### config.mk
export PLATFORM = sky130hd
export DESIGN_NAME = output_drain
export DESIGN_NICKNAME = d
export VERILOG_FILES = /design/src/rtl/output_drain.sv
export SDC_FILE = /design/constraint.sdc
export NUM_CORES = 1
export LEC_CHECK = 0
export BUFFER_PORTS_ARGS = -buffer_cell sky130_fd_sc_hd__buf_2
export CORE_MARGIN = 4
export CORE_UTILIZATION = 41
export DETAILED_ROUTE_END_ITERATION = 10
export PLACE_DENSITY = 0.66
export SKIP_LAST_GASP = 1
export SYNTH_ARGS = -nofsm -noshare
export SYNTH_HDL_FRONTEND = slang
export SYNTH_SLANG_ARGS = --single-unit
### constraint.sdc
create_clock -name clk -period 3.9 [get_ports clk]
set_input_delay 0.39 -clock clk [delete_from_list [all_inputs] [get_ports clk]]
set_output_delay 0.39 -clock clk [all_outputs]
set_load 0.01 [all_outputs]
### src/rtl/output_drain.sv
// Drains one finished tile from the accumulation buffer write-back bank and
// streams it out over valid/ready, absorbing read latency in a 2-entry skid FIFO.
module output_drain #(
  parameter int unsigned DATA_WIDTH      = 64,
  parameter int unsigned BANK_ADDR_WIDTH = 7
) (
  input  logic                       clk,
  input  logic                       rst_n,
  input  logic                       start,
  input  logic [BANK_ADDR_WIDTH:0]   num_words,
  output logic                       busy,
  output logic                       done,
  output logic                       ren_wb,
  output logic [BANK_ADDR_WIDTH-1:0] radr_wb,
  input  logic [DATA_WIDTH-1:0]      rdata_wb,
  output logic                       out_valid,
  input  logic                       out_ready,
  output logic [DATA_WIDTH-1:0]      out_data
);

  localparam int unsigned CNT_W = BANK_ADDR_WIDTH + 1;

  localparam logic [1:0] S_IDLE  = 2'd0;
  localparam logic [1:0] S_DRAIN = 2'd1;
  localparam logic [1:0] S_FLUSH = 2'd2;
  localparam logic [1:0] S_DONE  = 2'd3;

  logic [1:0]            state;
  logic [1:0]            state_nxt;
  logic [CNT_W-1:0]      n_words;
  logic [CNT_W-1:0]      rd_cnt;
  logic                  inflight;
  logic [DATA_WIDTH-1:0] fifo_mem [2];
  logic                  wr_ptr;
  logic                  rd_ptr;
  logic [1:0]            fifo_count;
  logic                  push;
  logic                  pop;
  logic [2:0]            occupancy;

  assign pop       = out_valid & out_ready;
  assign push      = inflight;
  // Words already held or on their way, after this cycle's pop leaves.
  assign occupancy = 3'(fifo_count) + 3'(inflight) - 3'(pop);

  assign busy      = (state != S_IDLE);
  assign done      = (state == S_DONE);
  assign radr_wb   = rd_cnt[BANK_ADDR_WIDTH-1:0];
  assign out_valid = (fifo_count != 2'd0);
  assign out_data  = fifo_mem[rd_ptr];

  // Next-state and credit-based read issue.
  always_comb begin
    state_nxt = state;
    ren_wb    = 1'b0;
    case (state)
      S_IDLE: begin
        if (start) state_nxt = (num_words == '0) ? S_DONE : S_DRAIN;
      end
      S_DRAIN: begin
        ren_wb = (rd_cnt < n_words) && (occupancy < 3'd2);
        if (ren_wb && ((rd_cnt + CNT_W'(1)) == n_words)) state_nxt = S_FLUSH;
      end
      S_FLUSH: begin
        if (!inflight && ((fifo_count - 2'(pop)) == 2'd0)) state_nxt = S_DONE;
      end
      S_DONE: begin
        state_nxt = S_IDLE;
      end
      default: begin
        state_nxt = S_IDLE;
      end
    endcase
  end

  always_ff @(posedge clk) begin
    if (rst_n) begin
      state    <= S_IDLE;
      n_words  <= '0;
      rd_cnt   <= '0;
      inflight <= 1'b0;
    end else begin
      state    <= state_nxt;
      inflight <= ren_wb;
      if ((state == S_IDLE) && start) begin
        n_words <= num_words;
        rd_cnt  <= '0;
      end else if (ren_wb) begin
        rd_cnt <= rd_cnt + CNT_W'(1);
      end
    end
  end

  // Skid FIFO; the read credit above keeps it from ever overflowing.
  always_ff @(posedge clk) begin
    if (rst_n) begin
      wr_ptr      <= 1'b0;
      rd_ptr      <= 1'b0;
      fifo_count  <= 2'd0;
      fifo_mem[0] <= '0;
      fifo_mem[1] <= '0;
    end else begin
      if (push) begin
        fifo_mem[wr_ptr] <= rdata_wb;
        wr_ptr           <= ~wr_ptr;
      end
      if (pop) rd_ptr <= ~rd_ptr;
      case ({push, pop})
        2'b10:   fifo_count <= fifo_count + 2'd1;
        2'b01:   fifo_count <= fifo_count - 2'd1;
        default: fifo_count <= fifo_count;
      endcase
    end
  end

endmodule

==> reports/qor.yml, run 1 <==
place:
  post-place-ws_ns: 0.731
  place_congestion: 0.824
  portBuffers: 150
  hpwl_mm: 9.83
  place_inst: 872
drt:
  ant_nets: 0
  drt-initial-drc-count: 217
  wl_per_cell_um: 16.7
  drtPass1Iterations: 4
  num_vias: 4427
  post_drt_via_cell_ratio: 4.90
  routed_wl_mm: 15.1
  drc: 0
final_layout:
  diodes: 0
  drive_above_1_share_pct: 38.0
  seq_area_um2: 4330
  utilization_pct: 51.5
  n_fill_cell: 1479
  instances_no_fill: 904
  area_growth_pct: 22.2
  layout.nets: 764
  multiInputGateArea_um2: 2540
  layout_commonest_cell: "buf_2"
  final_cell_mix: "buf_2 (150), and2_1 (129), edfxtp_1 (128)"
sta:
  hold_viol_final: 0
  setup_slack_ns: 0.295
  grt_setup_unrepaired: "false"
  timing.hold.ws_ns: 0.233
  layout_worst_path_cycle_share_pct: 92.4
  skew_ns: 0.00672
  final_max_slew_viol_count: 0
  max_freq_ghz: 0.277
  slew_headroom_pct: 24.6
  tns_ns: 0
  finalSetupViolations: 0
  period_minus_slack_ns: 3.60
  worst_slew_pin_slew_ns: 1.12
flow_run:
  drv_cap: 0
clock_tree:
  cts_resized: 0
  cts_tree: "built"
  clock-sinks: 152
  htreeDepth: 4
  cts-root-buf: "clkbuf_16"
  clk_latency_ns: 0.42
  path_clk_slew_ns: 0.06
  postCtsHoldBufs: 0
  postCtsSetupRepairBufs: 0
  numCtsBuffers: 17
  clock_path_buffers: 2
yosys:
  syn_nets: 623
  yosysUniqueCellTypes: 42
  synth_edf_count: 128
  synth_seq_cells: 152
  synth_ff_type: "edfxtp_1"
  seq_area_frac_synth_pct: 61.4
  synth_area_um2: 7040
  synth.avg_cell_area_um2: 13.3
  async_flop_share_pct: 0
  yosys_warnings: 0
  synthCells: 530
pwr:
  ir_drop_mv: 0.294
  p_per_area_nw_per_um2: 556
  p_leak_nw: 3.56
hold_path:
  hold_class: "primary input to flop"
die:
  die_w_um: 139
  die_area_um2: 19300
  coreArea_um2: 16700
  start_util_pct: 42.2
  rows: 47
  io_pins: 151
  fp.dieH_um: 139
grt:
  grt_pass1_wl_mm: 24.1
  antenna_found_initial: 1
  grt_pass1_vias: 4671
  gr-total-overflow: 0
  grt_usage_pct: 15.8
  grt_max_degree: 65
worst_setup_path:
  cp_max_fo: 7
  slowest_delay_ns: 0.51
  crit_path_end_kind: "output port"
  crit_type: "flop to output port"
  required_ns: 3.51
  cp.arrival_ns: 3.21
  crit_chain: "or2_2, and2_1, ha_1, nand2b_1, fa_1, xor2_1, a2111oi_4, nand3_4, inv_1, buf_2"
  start_kind: "flop"
  cp_slowest_cell: "a2111oi_4"
run_status:
  status: "complete, no violations"
## report_power, final
group / internal, mW / total, mW / switching (mW)
registers: 1.96 / 2.05 / 0.0923
logic: 0.500 / 1.09 / 0.592
clock network: 0.959 / 1.64 / 0.685
total: 3.42 / 4.79 / 1.37
## cells by family after synthesis
| family | synth area share [%] |
|---|---|
| and+or+nand+nor | 16.4 |
| DFF | 61.4 |
| adders and majority gates | 3.13 |
| xor gates and xnor gates | 2.49 |
| AOI/OAI and AO/OA | 3.18 |
| buffers and inverters | 2.95 |
| muxes | 10.5 |
## state kept, by name, summed over array words and instances (netlist names), named ones only
| signal | flops |
|---|---|
| fifo_mem | 128 |
| n_words | 8 |
| rd_cnt | 8 |
| fifo_count | 2 |
| state | 2 |
| inflight | 1 |
| rd_ptr | 1 |
| wr_ptr | 1 |
## stage by stage
step,cell area [µm²],total power [mW]
after floorplan,7050,2.78
after global placement,8020,3.16
after detailed placement,8020,3.20
after CTS,8610,4.86
after global routing,8610,5.04
final,8610,4.79
## layer usage
| layer | track usage [%] | up-vias | wire [µm] |
|---|---|---|---|
| li1 | - | 2143 | - |
| met1 | 18.9 | 2139 | 6310 |
| met2 | 26.6 | 122 | 7660 |
| met3 | 5.03 | 21 | 828 |
| met4 | 6.18 | 2 | 295 |
| met5 | 0 | - | 7 |
## final timing paths
path | startpoint | endpoint | slack, ns | depth (start not counted)
max | fifo_count[1]$_SDFFE_PP0P_ | ren_wb | 0.30 | 10
min | num_words[6] | n_words[6]$_SDFFE_PP0P_ | 0.23 | 3
max reg2reg | fifo_count[1]$_SDFFE_PP0P_ | rd_cnt[4]$_SDFFE_PP0P_ | 0.72 | 10
min reg2reg | n_words[0]$_SDFFE_PP0P_ | n_words[0]$_SDFFE_PP0P_ | 0.47 | 2
## synth_stat cells, types with 10 or more instances
| cell | count | area share [%] |
|---|---|---|
| a21oi_1 | 13 | 0.92 |
| and2_1 | 129 | 11 |
| clkbuf_1 | 22 | 1.2 |
| dfxtp_1 | 24 | 6.8 |
| edfxtp_1 | 128 | 55 |
| ha_1 | 16 | 2.8 |
| inv_1 | 15 | 0.80 |
| mux2_2 | 64 | 10 |
| nand2_1 | 11 | 0.59 |
| nand3_1 | 11 | 0.78 |
| nor2_1 | 17 | 0.91 |
| xnor2_1 | 10 | 1.2 |
| xor2_1 | 10 | 1.2 |
## worst max-delay path, delay by kind of cell (launching register included)
family          cells  cell delay [ns]
buf+inv             2             0.20
simple gates        4             0.86
xor+xnor            1             0.17
compound gates      1             0.51
fa+ha+maj           2             0.67
flops               1             0.37
## cell type report
class / count / area share [%]
repair buffers: 154 / 9.51
well taps: 220 / 3.20
clock buffers: 17 / 4.94
flip-flops and latches: 152 / 50.2
inverters: 16 / 0.698
clock inverters: 15 / 1.95
multi-input cells: 330 / 29.5
No activity file was read; power rests on OpenSTA's default activity.
==> run 2: changes to the inputs <==
--- a/config.mk
+++ b/config.mk
@@ -9,6 +9,8 @@
 export CORE_MARGIN = 4
 export CORE_UTILIZATION = 41
 export DETAILED_ROUTE_END_ITERATION = 10
+export GPL_TIMING_DRIVEN = 0
+export MAX_ROUTING_LAYER = met4
 export PLACE_DENSITY = 0.66
 export SKIP_LAST_GASP = 1
 export SYNTH_ARGS = -nofsm -noshare
==> run 2 against run 1 <==
Clock power decreased by 7%. Sequential power about the same. Global-route usage increased by 0.63 points. Critical path type unchanged. Flip-flop and latch count unchanged. Hold slack improved by 0.0025 ns. Combinational power increased by 6%. Core utilization increased by 0.61 points. Power decreased by 2.0%. Non-clock buffer count increased by 30.
==> reports/qor.yml, run 2 (synthesis results as in run 1) <==
worst_setup_path:
  required_ns: 3.51
  cp.arrival_ns: 3.30
  crit_path_end_kind: "output port"
  crit_type: "flop to output port"
  start_kind: "flop"
  cp_max_fo: 7
drt:
  post_drt_via_cell_ratio: 4.85
  routed_wl_mm: 15.3
  num_vias: 4537
  ant_nets: 0
  wl_per_cell_um: 16.3
  drc: 0
  drt-initial-drc-count: 195
  drtPass1Iterations: 4
hold_path:
  hold_class: "primary input to flop"
sta:
  final_max_slew_viol_count: 0
  tns_ns: 0
  max_freq_ghz: 0.271
  worst_slew_pin_slew_ns: 0.868
  timing.hold.ws_ns: 0.235
  finalSetupViolations: 0
  layout_worst_path_cycle_share_pct: 94.7
  setup_slack_ns: 0.205
  slew_headroom_pct: 41.8
  grt_setup_unrepaired: "false"
  skew_ns: 0.00953
  period_minus_slack_ns: 3.69
  hold_viol_final: 0
place:
  portBuffers: 149
  post-place-ws_ns: 0.679
  place_inst: 902
  hpwl_mm: 10.7
  place_congestion: 0.834
  place_area_um2: 8150
die:
  coreArea_um2: 16700
  io_pins: 151
  die_w_um: 139
  rows: 47
  die_area_um2: 19300
  fp.dieH_um: 139
  start_util_pct: 42.2
clock_tree:
  postCtsSetupRepairBufs: 0
  cts_resized: 0
  cts_tree: "built"
  numCtsBuffers: 17
  path_clk_slew_ns: 0.06
  clock_path_buffers: 2
  cts-root-buf: "clkbuf_16"
  postCtsHoldBufs: 0
  clock-sinks: 152
  htreeDepth: 4
  clk_latency_ns: 0.42
final_layout:
  top_register: "fifo_mem"
  drive_above_1_share_pct: 37.1
  layout_commonest_cell: "buf_2"
  utilization_pct: 52.2
  largest_reg_flops: 128
  final_cell_mix: "buf_2 (150), and2_1 (129), edfxtp_1 (128)"
  fin_area_um2: 8710
  area_growth_pct: 23.7
  layout.nets: 794
  instances_no_fill: 936
  n_fill_cell: 1511
  top_regs: "fifo_mem: 128 flops, n_words: 8 flops, rd_cnt: 8 flops"
pwr:
  total_power_mw: 4.69
  p_per_area_nw_per_um2: 538
  ir_drop_mv: 0.309
  p_leak_nw: 3.61
grt:
  grt_max_degree: 46
  grt_pass1_vias: 4773
  grt_pass1_wl_mm: 24.3
  gr-total-overflow: 0
  antenna_found_initial: 1
  grt_usage_pct: 16.4
run_status:
  status: "complete, no violations"
flow_run:
  drv_cap: 0
==> run 2: worst max-delay path, stage by stage (launching register included) <==
cell and delay [ns]:
dfxtp_1 0.37, or2_2 0.32, and2_1 0.21, ha_1 0.29, nand2b_1 0.15, fa_1 0.38, xor2_1 0.17, a2111oi_4 0.57
nand3_4 0.20, inv_1 0.08, buf_2 0.13
==> run 2: routing by layer <==
metal / vias up / global-route usage (%) / wire length (µm) / share of wire, %
met5: - / - / 0 / 0
met4: 0 / 5.77 / 207 / 1.4
met3: 21 / 4.03 / 737 / 4.8
met2: 127 / 27.4 / 7860 / 52
met1: 2189 / 19.5 / 6450 / 42
li1: 2200 / - / - / -
==> run 2: cell type report <==
class / count / area, µm² / area share (%)
tap: 220 / 275 / 3.16
clock inverter: 14 / 118 / 1.35
timing repair buffer: 152 / 821 / 9.42
inverter: 16 / 60.1 / 0.689
sequential: 152 / 4320 / 49.6
antenna: 2 / 5.00 / 0.0575
clock buffer: 18 / 429 / 4.93
multi-input combinational: 330 / 2530 / 29.1
buffer: 32 / 148 / 1.69
==> run 2: worst paths after layout <==
path	from	to	slack (ns)	depth (start not counted)
max	fifo_count[1]$_SDFFE_PP0P_	ren_wb	0.21	10
min	num_words[2]	n_words[2]$_SDFFE_PP0P_	0.24	3
max reg2reg	fifo_count[1]$_SDFFE_PP0P_	rd_cnt[4]$_SDFFE_PP0P_	0.63	10
min reg2reg	n_words[0]$_SDFFE_PP0P_	n_words[0]$_SDFFE_PP0P_	0.47	2
==> run 2: where the power goes <==
group / total (mW) / internal [mW] / leakage (nW) / switching (mW)
sequential: 2.02 / 1.96 / 1.52 / 0.0669
combinational: 1.15 / 0.513 / 1.82 / 0.632
clock: 1.52 / 0.830 / 0.265 / 0.691
total: 4.69 / 3.30 / 3.61 / 1.39
